### src/rtl/multicycle_pkg.sv
// Shared encodings for the multicycle CPU: controller states, opcode/funct fields,
// ALU operation codes and datapath mux selects.
package multicycle_pkg;

    localparam int STW = 4;

    localparam logic [STW-1:0] S_INIT      = 4'd0;
    localparam logic [STW-1:0] S_FETCH     = 4'd1;
    localparam logic [STW-1:0] S_DECODE    = 4'd2;
    localparam logic [STW-1:0] S_R_EXEC    = 4'd3;
    localparam logic [STW-1:0] S_R_WB      = 4'd4;
    localparam logic [STW-1:0] S_MEM_ADDR  = 4'd5;
    localparam logic [STW-1:0] S_MEM_READ  = 4'd6;
    localparam logic [STW-1:0] S_MEM_WB    = 4'd7;
    localparam logic [STW-1:0] S_MEM_WRITE = 4'd8;
    localparam logic [STW-1:0] S_BRANCH    = 4'd9;
    localparam logic [STW-1:0] S_JUMP      = 4'd10;
    localparam logic [STW-1:0] S_ADDI_EXEC = 4'd11;
    localparam logic [STW-1:0] S_ADDI_WB   = 4'd12;

    localparam logic [5:0] OP_RTYPE = 6'b000000;
    localparam logic [5:0] OP_LW    = 6'b100011;
    localparam logic [5:0] OP_SW    = 6'b101011;
    localparam logic [5:0] OP_BEQ   = 6'b000100;
    localparam logic [5:0] OP_J     = 6'b000010;
    localparam logic [5:0] OP_ADDI  = 6'b001000;

    localparam logic [5:0] FN_ADD = 6'b100000;
    localparam logic [5:0] FN_SUB = 6'b100010;
    localparam logic [5:0] FN_AND = 6'b100100;
    localparam logic [5:0] FN_OR  = 6'b100101;
    localparam logic [5:0] FN_SLT = 6'b101010;

    localparam logic [2:0] ALU_AND = 3'b000;
    localparam logic [2:0] ALU_OR  = 3'b001;
    localparam logic [2:0] ALU_ADD = 3'b010;
    localparam logic [2:0] ALU_SUB = 3'b110;
    localparam logic [2:0] ALU_SLT = 3'b111;

    localparam logic [1:0] SRCB_B      = 2'b00;
    localparam logic [1:0] SRCB_4      = 2'b01;
    localparam logic [1:0] SRCB_IMM    = 2'b10;
    localparam logic [1:0] SRCB_IMM_SH = 2'b11;

    localparam logic [1:0] PCSRC_ALU    = 2'b00;
    localparam logic [1:0] PCSRC_ALUOUT = 2'b01;
    localparam logic [1:0] PCSRC_JUMP   = 2'b10;

endpackage

### src/rtl/multicycle_ctrl_funct_dec.sv
// R-type funct decoder: maps the funct field to an ALU operation and flags
// whether the funct is one the datapath implements.
module alu_funct_dec
    import multicycle_pkg::*;
#(
    parameter int FNW    = 6,
    parameter int ALUOPW = 3
) (
    input  logic [FNW-1:0]    funct,
    output logic [ALUOPW-1:0] alu_op,
    output logic              valid
);

    always_comb begin
        // NOTE: both outputs are given a value before the case, so every funct
        // assigns them and no latch is inferred.
        alu_op = ALUOPW'(ALU_ADD);
        valid  = 1'b1;
        case (funct)
            FNW'(FN_ADD): alu_op = ALUOPW'(ALU_ADD);
            FNW'(FN_SUB): alu_op = ALUOPW'(ALU_SUB);
            FNW'(FN_AND): alu_op = ALUOPW'(ALU_AND);
            FNW'(FN_OR):  alu_op = ALUOPW'(ALU_OR);
            FNW'(FN_SLT): alu_op = ALUOPW'(ALU_SLT);
            default:      valid  = 1'b0;
        endcase
    end

endmodule

### src/rtl/multicycle_ctrl.sv
// Main control FSM of the multicycle CPU, one instruction phase per clock.
// Define MC_MEM_WAIT_EN to stretch FETCH/MEM_READ/MEM_WRITE until mem_ready.
module multicycle_ctrl
    import multicycle_pkg::*;
#(
    parameter int OPW    = 6,
    parameter int FNW    = 6,
    parameter int ALUOPW = 3
) (
    input  logic              clk,
    input  logic              rst,
    input  logic [OPW-1:0]    opcode,
    input  logic [FNW-1:0]    funct,
    input  logic              zero,
    input  logic              mem_ready,
    output logic              regs_clr,
    output logic              pc_ld,
    output logic              ir_ld,
    output logic              mdr_ld,
    output logic              a_ld,
    output logic              b_ld,
    output logic              aluout_ld,
    output logic              mem_read,
    output logic              mem_write,
    output logic              reg_write,
    output logic              iord,
    output logic              reg_dst,
    output logic              mem_to_reg,
    output logic              alu_src_a,
    output logic [1:0]        alu_src_b,
    output logic [1:0]        pc_src,
    output logic [ALUOPW-1:0] alu_op,
    output logic              illegal_op
);

    logic [STW-1:0]    state;
    logic [STW-1:0]    state_nx;
    logic [ALUOPW-1:0] fn_alu_op;
    logic              fn_valid;
    logic              mem_ok;

`ifdef MC_MEM_WAIT_EN
    assign mem_ok = mem_ready;
`else
    logic unused_mem_ready;
    assign unused_mem_ready = mem_ready;
    assign mem_ok           = 1'b1;
`endif

    alu_funct_dec #(
        .FNW    (FNW),
        .ALUOPW (ALUOPW)
    ) u_funct_dec (
        .funct  (funct),
        .alu_op (fn_alu_op),
        .valid  (fn_valid)
    );

    always_ff @(posedge clk or posedge rst) begin
        // NOTE: state registers use non-blocking assignment so every flop
        // samples the pre-edge values.
        if (rst) state <= S_INIT;
        else     state <= state_nx;
    end

    always_comb begin
        regs_clr   = 1'b0;
        pc_ld      = 1'b0;
        ir_ld      = 1'b0;
        mdr_ld     = 1'b0;
        a_ld       = 1'b0;
        b_ld       = 1'b0;
        aluout_ld  = 1'b0;
        mem_read   = 1'b0;
        mem_write  = 1'b0;
        reg_write  = 1'b0;
        iord       = 1'b0;
        reg_dst    = 1'b0;
        mem_to_reg = 1'b0;
        alu_src_a  = 1'b0;
        alu_src_b  = SRCB_B;
        pc_src     = PCSRC_ALU;
        alu_op     = ALUOPW'(ALU_ADD);
        illegal_op = 1'b0;
        state_nx   = S_INIT;
        case (state)
            S_INIT: begin
                regs_clr = 1'b1;
                state_nx = S_FETCH;
            end
            S_FETCH: begin
                mem_read  = 1'b1;
                alu_src_b = SRCB_4;
                ir_ld     = mem_ok;
                pc_ld     = mem_ok;
                state_nx  = mem_ok ? S_DECODE : S_FETCH;
            end
            S_DECODE: begin
                a_ld      = 1'b1;
                b_ld      = 1'b1;
                aluout_ld = 1'b1;
                alu_src_b = SRCB_IMM_SH;
                case (opcode)
                    OPW'(OP_RTYPE):            state_nx = S_R_EXEC;
                    OPW'(OP_LW), OPW'(OP_SW):  state_nx = S_MEM_ADDR;
                    OPW'(OP_BEQ):              state_nx = S_BRANCH;
                    OPW'(OP_J):                state_nx = S_JUMP;
                    OPW'(OP_ADDI):             state_nx = S_ADDI_EXEC;
                    default: begin
                        illegal_op = 1'b1;
                        state_nx   = S_FETCH;
                    end
                endcase
            end
            S_R_EXEC: begin
                alu_src_a = 1'b1;
                if (fn_valid) begin
                    alu_op    = fn_alu_op;
                    aluout_ld = 1'b1;
                    state_nx  = S_R_WB;
                end else begin
                    illegal_op = 1'b1;
                    state_nx   = S_FETCH;
                end
            end
            S_R_WB: begin
                reg_write = 1'b1;
                reg_dst   = 1'b1;
                state_nx  = S_FETCH;
            end
            S_MEM_ADDR, S_ADDI_EXEC: begin
                alu_src_a = 1'b1;
                alu_src_b = SRCB_IMM;
                aluout_ld = 1'b1;
                if (state == S_ADDI_EXEC)          state_nx = S_ADDI_WB;
                else if (opcode == OPW'(OP_LW))    state_nx = S_MEM_READ;
                else                               state_nx = S_MEM_WRITE;
            end
            S_MEM_READ: begin
                mem_read = 1'b1;
                iord     = 1'b1;
                mdr_ld   = mem_ok;
                state_nx = mem_ok ? S_MEM_WB : S_MEM_READ;
            end
            S_MEM_WB: begin
                reg_write  = 1'b1;
                mem_to_reg = 1'b1;
                state_nx   = S_FETCH;
            end
            S_MEM_WRITE: begin
                mem_write = 1'b1;
                iord      = 1'b1;
                state_nx  = mem_ok ? S_FETCH : S_MEM_WRITE;
            end
            S_BRANCH: begin
                alu_src_a = 1'b1;
                alu_op    = ALUOPW'(ALU_SUB);
                pc_src    = PCSRC_ALUOUT;
                pc_ld     = zero;
                state_nx  = S_FETCH;
            end
            S_JUMP: begin
                pc_src   = PCSRC_JUMP;
                pc_ld    = 1'b1;
                state_nx = S_FETCH;
            end
            S_ADDI_WB: begin
                reg_write = 1'b1;
                state_nx  = S_FETCH;
            end
            default: state_nx = S_INIT;
        endcase
    end

endmodule
### config.mk
export PLATFORM = sky130hd
export DESIGN_NAME = multicycle_ctrl
export DESIGN_NICKNAME = d
export VERILOG_FILES = /design/src/rtl/multicycle_pkg.sv /design/src/rtl/multicycle_ctrl_funct_dec.sv /design/src/rtl/multicycle_ctrl.sv
export SDC_FILE = /design/constraint.sdc
export NUM_CORES = 1
export LEC_CHECK = 0
export CORE_AREA = 2 2 39 41
export CTS_BUF_LIST = sky130_fd_sc_hd__clkbuf_16
export CTS_CLUSTER_SIZE = 28
export DETAILED_ROUTE_END_ITERATION = 12
export DIE_AREA = 0 0 41 43
export DONT_BUFFER_PORTS = 1
export PLACE_DENSITY = 0.66
export SKIP_CTS_REPAIR_TIMING = 1
export SLEW_MARGIN = 20
export SYNTH_ARGS = -nofsm -noshare
export SYNTH_HDL_FRONTEND = slang
export SYNTH_SLANG_ARGS = --single-unit
### constraint.sdc
create_clock -name clk -period 3.7 [get_ports clk]
set_input_delay 0.74 -clock clk [delete_from_list [all_inputs] [get_ports clk]]
set_output_delay 0.74 -clock clk [all_outputs]
set_load 0.02 [all_outputs]
==> flow_summary.ini <==
[synthesis]
syn_inst = 90
synthTopCellsByArea = dfrtp_1, nor2_1, a21oi_1, nand2b_1, nor3_1
syn_area_per_cell_um2 = 6.80
netlist_area_um2 = 612
ys_seq_elements = 4
synth_area_leader_cell = dfrtp_1
synthDistinctLibCells = 39
synth_top_area_share_pct = 16.4
synth_nets = 106
ys_seq_area_share_pct = 16.4
synth-warning-count = 0

[worst_setup_path]
cp-start-kind = flip-flop
critPathMaxFanout = 14
worstRegToRegCells = 4
r2r-start = state[3]
worstPathRequired_ns = 2.96
cp-end-kind = primary output
reg2reg_slack_ns = 2.19
critPathKind = reg -> out
timing.rr.end = state[0]
crit_arrival_ns = 2.00

[drt]
postRouteAntennaNets = 0
vias = 631
drt-total-wl_um = 1450
first_pass_iters = 4
via_per_inst = 6.07
avgRoutedWirePerCell_um = 14.0
route.detailed.drc = 0
drtIter0Drc = 9

[cts]
cts_buffer_depth = 2
cts_tree = yes
h-tree-depth = 1
root_buffer = clkbuf_16
cts.sinks = 4
clk_pin_slew_ns = 0.03
cts_buffers = 3
clk_latency_ns = 0.22

[sta]
hold_viol_final = 0
timing.fmax_ghz = 0.365
setup-violations-final = 0
fin_skew_ns = 0.00149
slew_headroom_pct = 40.7
fin_setup_tns_ns = 0
rsz0062_at_grt = no
hold_slack_ns = 0.290
period_share_pct = 74.0
slew_viol_final = 0
worst_pin_slew_ns = 0.881
layout_setup_ws_ns = 0.963
layout_min_cycle_time_ns = 2.74

[placement]
io_buffers = 0
place_hpwl_um = 1100
gp_congestion = 0.830
place_area_um2 = 596
pre_cts_ws_ns = 1.19

[floorplanning]
die_area_um2 = 1760
die_h_um = 43
num_io_pins = 38
initial_utilization_pct = 44.2
rows = 14
core_area_um2 = 1380
fp.dieW_um = 41

[final_layout]
design_area_um2 = 671
syn_to_final_growth_pct = 9.61
drive_gt1_share_pct = 10.2
antenna_cells = 0
final_util_pct = 48.5
final_nets = 106
layout_commonest_cell = nor2_1
final_cell_mix = nor2_1, a21oi_1, nor3_1, nand2b_1, inv_1
largestRegisters = state x4
largest_reg_flops = 4
top_register = state

[global_routing]
grt_overflow = 0
first_global_vias = 517
grt_max_degree = 18
grt_antenna_before_repair = 0
grt_usage_pct = 16.8
grt_first_pass_wirelength_um = 2080

[power_and_ir_drop]
p_leak_nw = 0.304
max-vdd-ir-drop_mv = 0.470
powerDensity_nw_per_um2 = 1030

[worst_hold_path]
min_path_type = in -> async

[run_status]
status = completed

[job]
drv_cap = 0
## per-layer routing
layer,global-route usage [%],wire (um),vias to the layer above
li1,-,-,318
met4,2.00,0,0
met3,6.28,80,0
met2,26.9,705,24
met1,21.4,666,289
met5,0,0,-
## cells in the mapped netlist, drive strengths merged
| library cell | number |
|---|---|
| a21oi | 8 |
| nor4b | 1 |
| and3 | 1 |
| nand4 | 2 |
| dlymetal6s2s | 1 |
| o22ai | 1 |
| nand2 | 2 |
| dfrtp | 4 |
| nand3 | 1 |
| nand2b | 6 |
| or2 | 3 |
| and2 | 1 |
| o221a | 1 |
| xor2 | 2 |
| nor3 | 7 |
| clkbuf | 2 |
| buf | 3 |
| o21bai | 1 |
| inv | 5 |
| a2bb2oi | 1 |
| nor4 | 2 |
| a211o | 1 |
| a31oi | 2 |
| or4 | 1 |
| nor2 | 16 |
| o211ai | 1 |
| a21o | 3 |
| nor2b | 3 |
| o21ai | 4 |
| mux2i | 1 |
| a21boi | 1 |
| a41o | 1 |
| o22a | 1 |
## worst max-delay path, cell delays in order (launching register included)
cell	delay (ns)
dfrtp_1	0.60
nand2b_1	0.27
nor3_1	0.59
or2_1	0.31
## final cells by class
cell class                      instances  area (um2)
Tap cell                               16        20.0
Multi-Input combinational cell         75         449
Inverter                                5        18.8
Sequential cell                         4         100
Timing Repair Buffer                    1        7.51
Fill cell                             148         713
Clock buffer                            3        75.1
## logic make-up (layout without fill, tap and decap cells)
kind of cell           after synthesis  count (layout)  share of synthesized area [%]
multiplexers                         1               1                           1.64
XOR/XNOR                             2               2                           2.86
AO/OA/AOI/OAI                       26              26                           28.0
flip-flops                           4               4                           16.4
AND/OR/NAND/NOR                     46              46                           40.9
buffers and inverters               11               9                           10.2
## worst max-delay path by stage
stage / startpoint / end / slack [ns]
after global placement: state[2] / iord / 1.20
after floorplan: state[0] / aluout_ld / 1.26
after CTS: state[2] / iord / 0.95
after detailed placement: state[2] / iord / 1.19
after global routing: state[2] / iord / 0.86
final: state[3] / iord / 0.96
## power by group
group	switching (mW)	total [mW]	internal [mW]	leakage, nW
Sequential	0.0769	0.140	0.0631	0.0505
Clock	0.0269	0.165	0.138	0.0370
Combinational	0.264	0.385	0.121	0.216
Total	0.368	0.690	0.322	0.304
## through the flow
stage | total power [mW] | cells
2_1_floorplan | 0.490 | 90
3_3_place_gp | 0.520 | 101
3_5_place_dp | 0.524 | 101
4_1_cts | 0.693 | 104
5_1_grt | 0.739 | 104
6_report | 0.690 | 104
Note: power is estimated with default switching activity, not from simulation.
